<file path="config.mk">
export PLATFORM = sky130hd
export DESIGN_NAME = fetch_prefix_unit
export DESIGN_NICKNAME = d
export VERILOG_FILES = /design/src/rtl/fetch_prefix_unit.sv
export SDC_FILE = /design/constraint.sdc
export NUM_CORES = 1
export LEC_CHECK = 0
export CAP_MARGIN = 40
export CORE_MARGIN = 2
export CORE_UTILIZATION = 44
export CTS_BUF_LIST = sky130_fd_sc_hd__clkbuf_16
export CTS_CLUSTER_SIZE = 28
export DETAILED_ROUTE_END_ITERATION = 10
export GPL_TIMING_DRIVEN = 0
export PLACE_DENSITY = 0.93
export SLEW_MARGIN = 40
export SYNTH_ARGS = -nofsm -noshare
export SYNTH_HDL_FRONTEND = slang
export SYNTH_SLANG_ARGS = --single-unit
</file>
<file path="constraint.sdc">
create_clock -name clk -period 2.26 [get_ports clk]
set_input_delay 0.226 -clock clk [delete_from_list [all_inputs] [get_ports clk]]
set_output_delay 0.226 -clock clk [all_outputs]
set_load 0.02 [all_outputs]
</file>
<file path="src/rtl/fetch_prefix_unit.sv">
// ============================================================================
// Module   : fetch_prefix_unit
// Purpose  : Instruction fetch with PRE-word absorption, feeding the immediate
//            generator and issuing instructions to execute via valid/accept.
// Revision : 1.0 - initial release
// ============================================================================
`default_nettype none

module fetch_prefix_unit #(
    parameter logic [15:0] RESET_PC = 16'h0000,
    parameter logic [3:0]  OP_PRE   = 4'hE,
    parameter logic [3:0]  OP_LUI   = 4'hD
) (
    input  logic        clk,
    input  logic        rst,
    input  logic        start,
    output logic        memRead,
    output logic [15:0] memAddr,
    input  logic        memReady,
    input  logic [15:0] memData,
    input  logic        loadPC,
    input  logic [15:0] newPC,
    output logic        instValid,
    input  logic        instAccept,
    output logic [15:0] IR,
    output logic [11:0] inIR,
    output logic [3:0]  inOF,
    output logic        conOF,
    output logic        selLOP,
    output logic        SE12bits,
    output logic        SE4bits
);

    typedef enum logic [1:0] {
        S_IDLE  = 2'd0,
        S_FETCH = 2'd1,
        S_ISSUE = 2'd2
    } state_t;

    localparam logic [15:0] c_HALT = 16'hC000;

    state_t      state_q, state_d;
    logic [15:0] pc_q, pc_d;
    logic [15:0] ir_q, ir_d;
    logic [3:0]  of_q, of_d;
    logic        ofpend_q, ofpend_d;

    logic [3:0]  w_opc;
    logic [3:0]  w_mem_opc;
    logic        w_issue;
    logic        w_imm_type;

    always_ff @(posedge clk or posedge rst) begin
        if (rst) begin
            state_q  <= S_IDLE;
            pc_q     <= RESET_PC;
            ir_q     <= 16'h0000;
            of_q     <= 4'h0;
            ofpend_q <= 1'b0;
        end else begin
            state_q  <= state_d;
            pc_q     <= pc_d;
            ir_q     <= ir_d;
            of_q     <= of_d;
            ofpend_q <= ofpend_d;
        end
    end

    assign w_mem_opc = memData[15:12];

    always_comb begin
        state_d  = state_q;
        pc_d     = pc_q;
        ir_d     = ir_q;
        of_d     = of_q;
        ofpend_d = ofpend_q;
        case (state_q)
            S_IDLE: begin
                // A redirect while idle only moves the PC; it does not start fetching.
                if (loadPC) begin
                    pc_d = newPC;
                end else if (start) begin
                    state_d = S_FETCH;
                end
            end
            S_FETCH: begin
                if (loadPC) begin
                    pc_d     = newPC;
                    ofpend_d = 1'b0;
                end else if (memReady) begin
                    ir_d = memData;
                    pc_d = pc_q + 16'd1;
                    if (w_mem_opc == OP_PRE) begin
                        of_d     = memData[3:0];
                        ofpend_d = 1'b1;
                    end else if (w_mem_opc == OP_LUI) begin
                        of_d    = memData[3:0];
                        state_d = S_ISSUE;
                    end else begin
                        state_d = S_ISSUE;
                    end
                end
            end
            S_ISSUE: begin
                if (loadPC) begin
                    pc_d     = newPC;
                    ofpend_d = 1'b0;
                    state_d  = S_FETCH;
                end else if (instAccept) begin
                    ofpend_d = 1'b0;
                    state_d  = (ir_q == c_HALT) ? S_IDLE : S_FETCH;
                end
            end
            default: begin
                state_d = S_IDLE;
            end
        endcase
    end

    assign w_issue    = (state_q == S_ISSUE);
    assign w_opc      = ir_q[15:12];
    assign w_imm_type = (w_opc <= 4'hB);

    assign memRead   = (state_q == S_FETCH);
    assign memAddr   = pc_q;
    assign instValid = w_issue;
    assign IR        = ir_q;
    assign inIR      = ir_q[11:0];
    assign inOF      = of_q;

    // Decode flags are qualified by ISSUE so the immediate generator sees
    // nothing while a PRE word or a stale IR sits in the register.
    assign conOF    = w_issue & ofpend_q & w_imm_type;
    assign selLOP   = w_issue & (w_opc == OP_LUI);
    assign SE12bits = w_issue & (w_opc <= 4'h7);
    assign SE4bits  = w_issue & (w_opc >= 4'h8) & (w_opc <= 4'hB);

endmodule

`default_nettype wire

</file>
# Word level (Yosys, flattened, before mapping)
# Cells that the tools add are included.
classes:
  add_sub_neg: 1
  n_lt_le_gt_ge: 3
  eq_ne: 15
  muxes: 21
  bitwise: 7
  n_reduce_logical: 10
op_table:
  columns: ["cell", "count"]
  rows:
  - ["two-way mux 16 bit", 3]
  - ["one-hot mux 16 bit (2 select lines)", 1]
  - ["adder 16 x 1 -> 16 bit (second input constant)", 1]
  - ["equality test 16 bit (second input constant)", 1]
  - ["two-way mux 2 bit", 7]
  - ["equality test 4 bit (second input constant)", 3]
  - ["two-way mux 4 bit", 2]
  - ["!= test 2 bit (second input constant)", 4]
  - ["AND reduction 4 bit", 2]
  - ["bitwise AND 1 bit", 6]
  - ["two-way mux 1 bit", 6]
  - ["!= test 3 x 1 -> 1 bit (second input constant)", 2]
  - ["one-hot mux 2 bit (3 select lines)", 1]
  - ["AND reduction 3 bit", 2]
  - ["AND reduction 6 bit", 1]
  - ["nonzero test 2 bit", 3]
  - [">= comparator 4 bit (second input constant)", 1]
  - ["less-or-equal comparator 4 x 3 -> 1 bit (second input constant)", 1]
  - ["less-or-equal comparator 4 bit (second input constant)", 1]
  - ["!= test 2 x 1 -> 1 bit (second input constant)", 2]
  - ["!= test 3 bit (second input constant)", 1]
  - ["equality test 2 x 1 -> 1 bit (second input constant)", 1]
  - ["equality test 2 bit (second input constant)", 1]
  - ["logical NOT 2 bit", 1]
  - ["other kinds (3)", 3]
word_totals:
  reg_bits: 39
  inputBits: 38
  out_inout_bits: 54
  wordCells: 62

# Longest topological paths before layout
depth:
  depth_word: 5
  ltp_mapped: 9
  ltp_nobuf: 6

# Worst setup path before layout
# No wires, ideal clock.
synth_path:
  path_kind: "register to register"
  start: "register state_q[0]"
  end: "register pc_q[3] (netlist: memAddr[3])"
  setup_time_ns: 0.139
  arrival_time_ns: 1.820
  required_ns: 2.121
  setup_slack_ns: 0.302
  stages_incl_launch_ff: 10
  n_path_buf: 3
  synth_period_minus_slack_ns: 1.958
  path_cell_list: "dfrtp_1 > inv_1 > ha_1 > buf_6 > or3_1 > buf_4 > buf_6 > a31oi_1 > nor3_1 > a2bb2oi_1"
synth_via:
  elab_chain_cells: 4
  elab_cells_between_ends: 9
  cone_classes: "eq/ne: 4; mux: 1; reduce/logical: 4"
synth_lines:
  columns: ["item", "line", "source"]
  rows:
  - ["from (decl)", "42", "state_t state_q, state_d;"]
  - ["from (signal assigned)", "61", "state_q <= state_d;"]
  - ["equality test 2 bit *", null, null]
  - ["named net instValid", "23", "output logic instValid,"]
  - ["OR reduction 2 bit (no line) *", null, null]
  - ["!= test 2 x 1 -> 1 bit (no line) / nonzero test 2 bit (equally long branches)", null, null]
  - ["AND reduction 3 bit (no line)", null, null]
  - ["to (signal assigned)", "62", "pc_q <= pc_d;"]
  - ["to (decl)", "43", "logic [15:0] pc_q, pc_d;"]
# Mark *: on every way through the listed nets, which the timed path passes. The rest lies on a longest branch.
# A chain may end at the register's enable or synchronous reset.

# Final worst setup path
layout_path:
  start: "register state_q[0]"
  end: "output SE4bits"
layout_via:
  elab_chain_cells: 3
layout_lines:
  columns: ["item", "line", "source"]
  rows:
  - ["equality test 2 bit", "120", "assign w_issue = (state_q == S_ISSUE);"]
  - ["bitwise AND 1 bit (2 in a row)", "136", "assign SE4bits = w_issue & (w_opc >= 4'h8) & (w_opc <= 4'hB);"]
  - ["to (decl)", "31", "output logic SE4bits"]
# Every way passes these cells.

==> results by group <==
Routing
  – Top Metal Used: met4
  – Final WL: approximately 7.2 mm
  – ANT nets after route: 0
  – First DRT Iteration DRCs: between 200 and 300
  – Met3 routed WL: roughly 450 µm
  – DR WL/cell: approximately 18 µm
  – Metal-1 WL: roughly 3 mm
  – DRC Markers: 0
  – DR pass1 iterations: 5
  – Vias: 2313
  – Via-to-Cell Ratio: ~5.8
  – Met2 wire length: between 3 and 4 mm

Global routing
  – First-pass GRT wire length: around 11 mm
  – Largest net degree at the start of global routing: 40
  – Vias in the first global route: ~2200
  – Initial antenna violation count: 0
  – Grt total ovfl: 0
  – Tot GR Track Use: approximately a quarter

Clocking
  – Post-CTS Resized: 0
  – # clock sinks: 39
  – CTS Buf Count: 5
  – Root buffer cell: clkbuf_16
  – Clk pin slew, worst setup/hold paths: 0.06 ns
  – CTS tree: done
  – Cts hold-fix bufs: 0
  – Post-CTS Setup Bufs: 0
  – Max clock buf depth: 2
  – CTS H-Tree Depth: 2
  – Worst skew pair latency: 0.28 ns

Final layout
  – Design area: about 3500 µm²
  – Layout fillers: around 400
  – Layout cell share with drive strength beyond 1: 17.2%
  – Final cell count without fillers: around 400
  – Area growth syn-to-layout: 50.6%
  – Nets: about 370
  – Ant. Diodes: 0

Yosys
  – Synthesis warning total: 0
  – Post-Syn Nets: 276
  – Yosys top cell area share: roughly two fifths
  – Syn Std Cell Area: between 2000 and 2500 µm²
  – Synth top area cells: dfrtp_1 41%, mux2_2 10%, buf_4 4.1%
  – Top post-synthesis cells by count: 39 x dfrtp_1, 21 x mux2_2, 16 x nor2_1
  – Syn avg cell area: between 10 and 15 µm²
  – Synth area leader: dfrtp_1
  – EDFF count, synth: 0
  – Register area share after synthesis: 41.5%
  – Ys async rst share: 100%
  – Most frequent cell after synthesis: dfrtp_1
  – Ys flop type: dfrtp_1
  – Yosys cell types: between 50 and 60
  – Cell count after synthesis: 232
  – Yosys reg bits: 39

Pwr
  – Tot Pwr: between 5000 and 6000 µW
  – Sw Ratio: about two fifths
  – P_int: about 3300 µW
  – Clock share of power: 16.3%
  – Sequential share of power: about a quarter
  – Power share of the combinational group: 57.5%
  – VDD IR max: 686 µV
  – Pwr Density: between 1500 and 2000 nW/µm²
  – Net Sw Power: roughly 2300 µW
  – P_leak: approximately 0.0015 µW

Worst setup path
  – Crit Path Category: flop to primary output
  – Worst Setup Start Kind: flop
  – CP peak stage delay: roughly 0.63 ns
  – Critical path arrival: 1.94 ns
  – Worst-path maximum fanout: 9
  – Worst path slowest cell: clkdlybuf4s50_1
  – Crit path cell chain: inv_1 > ha_1 > buf_6 > nand2_1 > nor2_1 > clkdlybuf4s50_1
  – Crit path required time: between 2 and 2.5 ns
  – CP Capture Type: primary output

STA
  – Setup violators final: 0
  – RSZ-0062 raised after global routing: no
  – Relative slew slack: a little over half
  – Final hold violations: 0
  – Tightest Pin Transition: around 0.68 ns
  – Layout Skew: around 0.0040 ns
  – Period utilization: 95.9%
  – Final Critical Period: ~2.2 ns
  – F_max: 461 MHz
  – Max Slew Vio Count: 0
  – Setup TNS: 0 ns

Flow run
  – Max Cap Violations: 0

Floorplan
  – Die H: about 77 µm
  – FP Rows: 26
  – DIE WIDTH: between 70 and 80 µm
  – CORE AREA: slightly above 5000 µm²
  – DIE AREA: between 5000 and 6000 µm²
  – I/O pin total: 92
  – Initial Util: about 46%

Placement
  – Port bufs: between 90 and 100
  – HPWL after DPL: about 5.1 mm
  – Area post-placement: ~3400 µm²
  – Placed Instances: just under 400
  – Gp weighted congestion: between 0.9 and 1

Run status
  – Status: finished clean

Hold path
  – Class of the worst hold path: primary input to async pin
## final timing paths
kind / to / cells after the start / slack, ns / start
worst max-delay path: SE4bits / 6 / 0.09 / state_q[0]
worst min-delay path: IR[8] / 2 / 0.34 / rst
worst max register to register: state_q[0] / 6 / 0.16 / state_q[0]
worst min register to register: inOF[3] / 1 / 0.51 / inOF[3]
max in group asynchronous: memAddr[13] / 2 / 1.58 / rst
min in group clk: inOF[3] / 1 / 0.51 / inOF[3]
## metrics by stage
step | hold WS, ns | utilization [%] | worst slack (ns)
after floorplan | 0.376 | - | 0.302
after global placement | 0.492 | 65.2 | 0.159
after detailed placement | 0.497 | 65.2 | 0.120
after CTS | 0.356 | 68.9 | 0.109
after global routing | 0.407 | 68.9 | 0.00701
final | 0.340 | 68.9 | 0.0921
## logic make-up (layout without fill, tap and decap cells)
group,Yosys count,count (layout),synth area share [%]
AND/OR/NAND/NOR,74,74,18.6
AO/OA/AOI/OAI,48,48,15.3
buffers and inverters,40,139,9.79
flip-flops,39,39,41.5
multiplexers,24,24,11.3
adder cells (fa/ha/maj),6,6,3.19
XOR/XNOR,1,1,0.372
## worst max-delay path: cells and delay by family, from the launching register on
family	cells	cell delay (ns)
buffers and inverters	3	0.89
DFF	1	0.42
adders and majority gates	1	0.19
and+or+nand+nor	2	0.16
## power by group through the flow
| stage | logic, µW | clock network, µW | registers, µW |
|---|---|---|---|
| 2_1_floorplan | 1500 | 0 | 1750 |
| 3_3_place_gp | 3070 | 0 | 1430 |
| 3_5_place_dp | 3140 | 0 | 1450 |
| 4_1_cts | 3180 | 908 | 1440 |
| 5_1_grt | 3370 | 935 | 1510 |
| 6_report | 3190 | 906 | 1450 |
## layout by cell type (no fill, tap or decap), drive strengths merged, types with 2 or more instances in the layout
master         synthesis  layout
and3                   4       4
nor2                  16      16
a32oi                  2       2
or3                    3       3
o22ai                  2       2
a211oi                 2       2
nand3                  5       5
nand4                  9       9
buf                   21      21
and4b                  2       2
a31oi                  4       4
a41oi                  2       2
nor4b                  3       3
clkbuf                 6      11
nor3                  10      10
bufinv                 0       2
ha                     6       6
and2                   2       2
nand2b                 3       3
nor2b                  2       2
a21oi                  8       8
o22a                   5       5
dfrtp                 39      39
o21ai                  7       7
mux2i                  3       3
nand2                  3       3
inv                   13      14
nor4                   7       7
clkdlybuf4s50          0      91
mux2                  21      21
a2bb2oi                6       6
## routing by layer
metal / vias up / track usage [%]
li1: 1050 / -
met1: 1139 / 30.0
met2: 115 / 40.4
met3: 9 / 4.24
met4: 0 / 5.89
met5: - / 0
## cell type report
cell class	instances	area, µm²	area share, %
inverters	13	51.3	1.45
flip-flops and latches	39	976	27.6
clock buffers	5	125	3.53
plain buffers	27	181	5.12
repair buffers	91	911	25.7
well taps	70	87.6	2.47
clock inverters	3	63.8	1.80
multi-input cells	153	1150	32.4
## sequential cells by signal (all words and copies together) (netlist names)
register / flops
IR: 16
inOF: 4
memAddr: 16
ofpend_q: 1
state_q: 2
No activity file was read; power rests on OpenSTA's default activity.
